**src/rtl/lsu_pkg.sv**
```systemverilog
// Shared types and funct3 encodings for the data-memory load/store unit.
// Size decoding lives here so the align logic and any future users agree.
package lsu_pkg;

   typedef enum logic [1:0] {
      IDLE = 2'd0,
      REQ  = 2'd1,
      WAIT = 2'd2,
      DONE = 2'd3
   } lsu_state_t;

   typedef enum logic [1:0] {
      SZ_B = 2'd0,
      SZ_H = 2'd1,
      SZ_W = 2'd2
   } lsu_size_t;

   localparam logic [2:0] F3_LB  = 3'b000;
   localparam logic [2:0] F3_LH  = 3'b001;
   localparam logic [2:0] F3_LW  = 3'b010;
   localparam logic [2:0] F3_LBU = 3'b100;
   localparam logic [2:0] F3_LHU = 3'b101;

   // Undefined encodings fall back to a full-word access.
   function automatic lsu_size_t f3_size(input logic [2:0] f3);
      case (f3)
         F3_LB, F3_LBU: f3_size = SZ_B;
         F3_LH, F3_LHU: f3_size = SZ_H;
         F3_LW:         f3_size = SZ_W;
         default:       f3_size = SZ_W;
      endcase
   endfunction

endpackage

```
**src/rtl/lsu_align.sv**
```systemverilog
// Combinational lane logic: store-side alignment check, byte enables and data
// replication, plus load-side lane select with sign/zero extension.
module lsu_align
   import lsu_pkg::*;
#(
   parameter int DATA_W = 32
) (
   input  logic [2:0]        i_func3,
   input  logic [1:0]        i_addr_lo,
   input  logic [DATA_W-1:0] i_wr_data,
   output logic              o_misaligned,
   output logic [3:0]        o_be,
   output logic [DATA_W-1:0] o_wdata,
   input  logic [2:0]        i_ld_func3,
   input  logic [1:0]        i_ld_offset,
   input  logic [DATA_W-1:0] i_raw,
   output logic [DATA_W-1:0] o_ld_data
);

   logic [7:0]  w_byte;
   logic [15:0] w_half;
   logic        w_sext;

   always_comb begin
      o_misaligned = 1'b0;
      o_be         = 4'b1111;
      o_wdata      = i_wr_data;
      case (f3_size(i_func3))
         SZ_B: begin
            o_be    = 4'b0001 << i_addr_lo;
            o_wdata = {4{i_wr_data[7:0]}};
         end
         SZ_H: begin
            o_misaligned = i_addr_lo[0];
            o_be         = 4'b0011 << {i_addr_lo[1], 1'b0};
            o_wdata      = {2{i_wr_data[15:0]}};
         end
         default: o_misaligned = |i_addr_lo;
      endcase
   end

   // Load side works from the offset/func3 latched when the access started.
   always_comb begin
      w_byte = i_raw[7:0];
      case (i_ld_offset)
         2'd1:    w_byte = i_raw[15:8];
         2'd2:    w_byte = i_raw[23:16];
         2'd3:    w_byte = i_raw[31:24];
         default: w_byte = i_raw[7:0];
      endcase
      w_half    = i_ld_offset[1] ? i_raw[31:16] : i_raw[15:0];
      w_sext    = ~i_ld_func3[2];
      o_ld_data = i_raw;
      case (f3_size(i_ld_func3))
         SZ_B:    o_ld_data = {{(DATA_W-8){w_byte[7] & w_sext}}, w_byte};
         SZ_H:    o_ld_data = {{(DATA_W-16){w_half[15] & w_sext}}, w_half};
         default: o_ld_data = i_raw;
      endcase
   end

endmodule

```
**src/rtl/dmem_lsu.sv**
```systemverilog
// Load/store unit: drives a req/gnt/rvalid word memory from the EX/MEM request
// and stalls the pipeline until the access completes.
module dmem_lsu
   import lsu_pkg::*;
#(
   parameter int DM_ADDRESS = 9,
   parameter int DATA_W     = 32
) (
   input  logic                  clk,
   input  logic                  reset,
   input  logic                  MemRead,
   input  logic                  MemWrite,
   input  logic [DM_ADDRESS-1:0] addr,
   input  logic [DATA_W-1:0]     wr_data,
   input  logic [2:0]            func3,
   output logic                  stall,
   output logic [DATA_W-1:0]     rd_data,
   output logic                  misalign,
   output logic                  mem_req,
   output logic                  mem_we,
   output logic [DM_ADDRESS-3:0] mem_addr,
   output logic [3:0]            mem_be,
   output logic [DATA_W-1:0]     mem_wdata,
   input  logic                  mem_gnt,
   input  logic                  mem_rvalid,
   input  logic [DATA_W-1:0]     mem_rdata
);

   lsu_state_t              r_state;
   lsu_state_t              w_next;
   logic                    r_mem_req;
   logic                    r_mem_we;
   logic [DM_ADDRESS-3:0]   r_mem_addr;
   logic [3:0]              r_mem_be;
   logic [DATA_W-1:0]       r_mem_wdata;
   logic [DATA_W-1:0]       r_rd_data;
   logic [1:0]              r_off;
   logic [2:0]              r_f3;

   logic                    w_req;
   logic                    w_mis;
   logic                    w_start;
   logic                    w_mis_req;
   logic [3:0]              w_be;
   logic [DATA_W-1:0]       w_wdata;
   logic [DATA_W-1:0]       w_ld_data;

   lsu_align #(.DATA_W(DATA_W)) u_align (
      .i_func3      (func3),
      .i_addr_lo    (addr[1:0]),
      .i_wr_data    (wr_data),
      .o_misaligned (w_mis),
      .o_be         (w_be),
      .o_wdata      (w_wdata),
      .i_ld_func3   (r_f3),
      .i_ld_offset  (r_off),
      .i_raw        (mem_rdata),
      .o_ld_data    (w_ld_data)
   );

   always_ff @(posedge clk) begin
      if (reset) r_state <= IDLE;
      else       r_state <= w_next;
   end

   // DONE deliberately ignores the still-present request so the pipeline can advance.
   always_comb begin
      w_req     = MemRead | MemWrite;
      w_start   = (r_state == IDLE) && w_req && !w_mis;
      w_mis_req = (r_state == IDLE) && w_req && w_mis;
      w_next    = r_state;
      case (r_state)
         IDLE:    if (w_start) w_next = REQ;
         REQ:     if (mem_gnt) w_next = r_mem_we ? DONE : WAIT;
         WAIT:    if (mem_rvalid) w_next = DONE;
         default: w_next = IDLE;
      endcase
      stall    = !reset && (w_start || (r_state == REQ) || (r_state == WAIT));
      misalign = !reset && w_mis_req;
   end

   always_ff @(posedge clk) begin
      if (reset) begin
         r_mem_req   <= 1'b0;
         r_mem_we    <= 1'b0;
         r_mem_addr  <= '0;
         r_mem_be    <= '0;
         r_mem_wdata <= '0;
         r_rd_data   <= '0;
         r_off       <= '0;
         r_f3        <= '0;
      end else begin
         if (w_start) begin
            r_mem_req   <= 1'b1;
            r_mem_we    <= MemWrite;
            r_mem_addr  <= addr[DM_ADDRESS-1:2];
            r_mem_be    <= w_be;
            r_mem_wdata <= w_wdata;
            r_off       <= addr[1:0];
            r_f3        <= func3;
         end else if ((r_state == REQ) && mem_gnt) begin
            r_mem_req <= 1'b0;
         end
         if (w_mis_req)
            r_rd_data <= '0;
         else if ((r_state == WAIT) && mem_rvalid)
            r_rd_data <= w_ld_data;
      end
   end

   assign mem_req   = r_mem_req;
   assign mem_we    = r_mem_we;
   assign mem_addr  = r_mem_addr;
   assign mem_be    = r_mem_be;
   assign mem_wdata = r_mem_wdata;
   assign rd_data   = r_rd_data;

endmodule

```
**config.mk**
```make
export PLATFORM = sky130hd
export DESIGN_NAME = dmem_lsu
export DESIGN_NICKNAME = d
export VERILOG_FILES = /design/src/rtl/lsu_pkg.sv /design/src/rtl/lsu_align.sv /design/src/rtl/dmem_lsu.sv
export SDC_FILE = /design/constraint.sdc
export NUM_CORES = 1
export LEC_CHECK = 0
export CAP_MARGIN = 20
export CORE_UTILIZATION = 40
export CTS_CLUSTER_SIZE = 28
export DETAILED_ROUTE_END_ITERATION = 10
export MAX_ROUTING_LAYER = met4
export PLACE_DENSITY = 0.76
export SETUP_SLACK_MARGIN = 0.5
export SLEW_MARGIN = 10
export SYNTH_ARGS = -nofsm -noshare
export SYNTH_HDL_FRONTEND = slang
export SYNTH_HIERARCHICAL = 1
export SYNTH_SLANG_ARGS = --single-unit
```
**constraint.sdc**
```tcl
create_clock -name clk -period 2 [get_ports clk]
set_clock_uncertainty 0.05 [all_clocks]
set_input_delay 0.5 -clock clk [delete_from_list [all_inputs] [get_ports clk]]
set_output_delay 0.5 -clock clk [all_outputs]
set_load 0.02 [all_outputs]
```
Yosys cells after proc, flatten, opt, wreduce, memory -nomap -nowiden
Cells that the tools add are included.
- register bits after elaboration: 84
- input port bits: 82
- word-level logic and storage cells: 70
- equal/unequal tests: 16
- shifts and indexed selects: 2
- multiplexer cells: 15
- bitwise logic cells: 4
- reduce and logical (&&, ||, !) cells: 24
- operator list (operator ; number):
    one-hot mux 32 bit (2 select lines) ; 2
    one-hot mux 8 bit (3 select lines) ; 1
    two-way mux 16 bit ; 1
    == test 3 bit (second input constant) ; 4
    OR reduction 2 bit ; 6
    == test 2 x 1 -> 1 bit (second input constant) ; 4
    one-hot mux 2 bit (2 select lines) ; 2
    one-hot mux 4 bit (2 select lines) ; 1
    logical AND 1 bit ; 7
    == test 2 bit (second input constant) ; 3
    == test 3 x 1 -> 1 bit (second input constant) ; 2
    logical NOT 2 bit ; 3
    logical NOT 3 bit ; 2
    two-way mux 2 bit ; 3
    != test 2 bit (second input constant) ; 3
    one-hot mux 2 bit (3 select lines) ; 1
    left shift 1 x 2 -> 4 bit (first input constant) ; 1
    left shift 2 x 2 -> 4 bit (first input constant) ; 1
    two-way mux 1 bit ; 3
    AND reduction 3 bit ; 1
    AND 1 bit ; 2
    logical NOT 1 bit ; 2
    logical OR 1 bit ; 2
    one-hot mux 1 bit (2 select lines) ; 1
    other kinds (3) ; 3

Longest topological paths before layout
- depth in word-level cells: 10
- depth in mapped cells: 8
- gate-level depth less buffers: 6

Cells and area by module
Netlist, hierarchy kept.
- modules (own cells, without submodules) (module ; instances ; cells each ; area an instance (sq um) ; seq. area each (sq um)):
    dmem_lsu ; 1 ; 384 ; 3027.9 ; 1681.6
    lsu_align ; 1 ; 202 ; 1477.7 ; 0.0

Least setup slack after synthesis
OpenSTA, ideal clock, no wires.
- kind: in2out
- start: input port func3[0]
- end: output port stall
- arrival: 1.784 ns
- required time: 1.450 ns
- path slack: -0.334 ns
- cell stages on the path: 7
- buffers on the path: 3
- cells stage by stage: buf_2 -> a21oi_1 -> nor2_1 -> or2_1 -> buf_2 -> buf_6 -> a31oi_1
- longest elaborated chain between the ends: 10
- elaborated cells on any way between the ends: 15
- RTL lines (item ; RTL line ; source):
    start: declaration ; dmem_lsu.sv:15 ; input logic [2:0] func3,
    == test 3 x 1 -> 1 bit (tied with other cells) ; lsu_pkg.sv:26 ; case (f3)
    OR reduction 2 bit ; lsu_pkg.sv:26 ;
    one-hot mux 2 bit (2 select lines) (*) ; lsu_pkg.sv:26 ;
    == test 2 x 1 -> 1 bit or logical NOT 2 bit (tied branches) ; lsu_align.sv:28 ; case (f3_size(i_func3))
    one-hot mux 1 bit (2 select lines) (*) ; lsu_align.sv:28 ;
    via w_mis ; dmem_lsu.sv:41 ; logic w_mis;
    logical NOT 1 bit (*) ; dmem_lsu.sv:69 ; w_start = (r_state == IDLE) && w_req && !w_mis;
    logical AND 1 bit (*) ; dmem_lsu.sv:69 ;
    logical OR 1 bit (*) (2 in a row) ; dmem_lsu.sv:78 ; stall = !reset && (w_start || (r_state == REQ) || (r_state == WAIT));
    logical AND 1 bit (*) ; dmem_lsu.sv:78 ;
    end: declaration ; dmem_lsu.sv:16 ; output logic stall,
Mark *: on every way through the listed nets, which the timed path passes. The rest lies on a longest branch.

Final worst setup path
- start: register r_state[0]
- end: output port stall
- longest elaborated chain between the ends: 6
- elaborated cells on any way between the ends: 8
- RTL lines (item ; RTL line ; source):
    start: declaration ; dmem_lsu.sv:29 ; lsu_state_t r_state;
    start signal: assignment ; dmem_lsu.sv:63 ; else r_state <= w_next;
    logical NOT 2 bit ; dmem_lsu.sv:69 ;
    logical AND 1 bit (2 in a row) ; dmem_lsu.sv:69 ;
    logical OR 1 bit ; dmem_lsu.sv:78 ;
    logical OR 1 bit (*) ; dmem_lsu.sv:78 ;
    logical AND 1 bit (*) ; dmem_lsu.sv:78 ;
Every way passes the cells marked *; elsewhere a longest branch is shown, timed or not.

==> flow_summary.toml <==
[outcome]
status = "finished with violations"
violations = "negative setup slack"

[yosys]
ys_ff_latch = 84
synth_compound_area_share_pct = 19.9
syn_area_mm2 = 0.00451
synth-edff-count = 0
ys_warn_count = 6
synthFlopType = "dfxtp_1"
synthArstFlopShare_pct = 0
synth_top_family_by_area = "simple AND/OR/NAND/NOR gates"
synthAdderAreaFrac_pct = 1.11
yosysSeqAreaShare_pct = 37.3
synthCells = 586
syn_area_per_cell_um2 = 7.69
synthMuxAreaShare_pct = 11.1
synth_cell_types = 41
syn_nets = 672
synth-simple-area-share_pct = 22.7
synthXorXnorAreaFrac_pct = 0

[sta]
slew_viol_final = 0
min_period_over_period_pct = 104
setup_ws_ns = -0.0827
tightest_slew_ns = 0.781
relSlewSlack_pct = 47.9
fmax_ghz = 0.480
hold_viol_final = 0
min_period_ns = 2.08
setup_violations = 2
setup_tns_ns = -0.114
rsz0062_at_grt = "true"
whs_ns = 0.411

[critical_path]
setup.worst_path.end = "stall"
crit_slowest_cell = "dfxtp_2"
critPathLaunchType = "flip-flop"
ff2ff_path_depth = 10
timing.rr.end = "rd_data[14]"
cp_max_fo = 2
cp_cell_sequence = "inv_2 -> ha_4 -> o21ai_2 -> or2_4 -> a31oi_4 -> buf_6"
cp_num_buf_inv = 2
worstSetupEndpointType = "output pin"
criticalPathCategory = "flip-flop to output pin"
worstSetupPathDepth = 6
regToRegStartpoint = "r_state[0]"
cp_data_required_time_ns = 1.45
cp_top_family = "flip-flops"
crit_arrival_ns = 1.53
cp_slowest_stage_delay_ns = 0.34
crit_start = "r_state[0]"
r2r_slack_ns = 0.24

[detailed_routing]
routed_via_density = 5.68
drc = 0
drt-initial-drc-count = 364
vias = 5240
postRouteAntennaNets = 0
wirelength_um = 18000
wire_per_inst_um = 19.5
drt_first_pass_iters = 6

[clock_tree]
h-tree-depth = 3
numCtsBuffers = 9
cts_buffer_depth = 2
cts_root_buffer = "clkbuf_8"
cts_tree = "built"
clock_latency_ns = 0.36
clock_sink_count = 84
postCtsHoldBufs = 0
clk_pin_slew_ns = 0.08

[placed_design]
portBuffers = 160
place_congestion = 0.877
post-dp-hpwl_um = 9980

[die]
die_y_um = 108
die_w_um = 108
pin_count = 161
core_area_mm2 = 0.0109
die-area_mm2 = 0.0117
num_rows = 38
initial_core_util_pct = 41.4

[global_route]
grt_pass1_vias = 5134
grt_pass1_wl_um = 25400
antenna_found_initial = 1
grt_max_degree = 55
overflow = 0
grtUsageTotal_pct = 29.2

[cells_and_area]
nets = 862
final_common_cell = "nand2_1"
final_cell_mix = "nand2_1, buf_2, dfxtp_1"
syn_to_final_growth_pct = 67.5
drive_gt1_share_pct = 46.7

[power_and_ir_drop]
p_per_area_mw_per_mm2 = 991
ir_drop_uv = 547
p_total_mw = 7.48
leakagePower_nw = 3.10

[job]
cap_viol_max_count = 0

[worst_hold_path]
min_path_type = "flip-flop to flip-flop"
layer usage:
| layer | vias up | track usage [%] | part of all wire [%] |
|---|---|---|---|
| met5 | - | - | 0 |
| met3 | 82 | 5.79 | 9.0 |
| met1 | 2468 | 32.2 | 37 |
| met2 | 333 | 49.7 | 49 |
| li1 | 2357 | - | - |
| met4 | 0 | 15.1 | 4.8 |
what timing repair did:
action                     in CTS  in global routing
cloned                         10                  3
setup buffers                  16                  8
pin swaps                      38                 36
resized for setup             456                107
setup endpoints to repair     163                 87
sequential cells by signal (all words and copies together), names as in the netlist:
name,cells
mem_we,1
r_off,2
mem_wdata,32
rd_data,32
mem_addr,7
mem_be,4
r_f3,3
mem_req,1
r_state,2
worst register-to-register path, stage by stage (launching register included):
cell and delay (ns):
dfxtp_2 0.35, inv_2 0.06, ha_4 0.16, buf_4 0.13
buf_6 0.11, o211ai_1 0.12, buf_4 0.16, buf_6 0.09
nand2b_4 0.14, buf_12 0.20, a21oi_4 0.13
worst min path at each step:
stage,end,slack (ns),from,cells after the start
final,mem_wdata[16],0.41,mem_wdata[16],2
after global routing,mem_wdata[21],0.43,mem_wdata[21],2
after CTS,mem_wdata[31],0.41,mem_wdata[31],2
after detailed placement,mem_wdata[15],0.39,mem_wdata[15],2
after global placement,mem_wdata[12],0.39,mem_wdata[12],2
after floorplan,r_f3[1],0.38,r_f3[1],2
logic make-up after synthesis:
kind of cell    Yosys count
flops                    84
buf+inv                  61
simple gates            240
mux                      36
compound gates          161
fa+ha+maj                 4
power breakdown:
| group | internal, mW | switching [mW] |
|---|---|---|
| Sequential | 1.89 | 0.140 |
| Clock | 0.992 | 0.640 |
| Combinational | 1.84 | 1.98 |
| Total | 4.72 | 2.76 |
stage by stage:
stage | instance area (µm²) | utilization [%] | cells | setup slack, ns
after floorplan | 4570 | - | 586 | -0.0275
after global placement | 6340 | 58.3 | 868 | -0.887
after detailed placement | 6340 | 58.3 | 868 | -0.868
after CTS | 7000 | 64.3 | 910 | -0.0625
after global routing | 7550 | 69.3 | 922 | -0.124
final | 7550 | 69.3 | 922 | -0.0827
layout make-up:
cell class              count  area, µm²
repair buffers            235       2260
clock inverters             4        120
clock buffers              12        145
fillers                   770       3340
diodes                      1       2.50
multi-input cells         441       3130
inverters                   5       21.3
well taps                 140        175
flip-flops and latches     84       1700
synth_stat cells (2+ instances only):
cell      instances  area, µm²
inv_1             5       18.8
and3b_1           7       61.3
nand3_1           7       35.0
or2_2             2       12.5
nor3_1            2       10.0
a21oi_1         115        576
mux2_2           17        191
ha_1              4       50.1
o21ai_0          15       75.1
nor2_1           15       56.3
nand2_1         181        679
mux2_4            2       30.0
clkbuf_1         14       52.6
o21bai_1          4       30.0
mux4_2            6        135
buf_1             6       22.5
a211oi_1          9       67.6
nor2_2            3       18.8
mux2i_1           8       80.1
dfxtp_1          84       1680
buf_2            15       75.1
nand2b_1          2       12.5
buf_6             7       78.8
mux4_1            2       52.6
buf_4            14        105
o22ai_1           9       56.3
nor2b_1          17        106
Note: power is estimated with default switching activity, not from simulation.
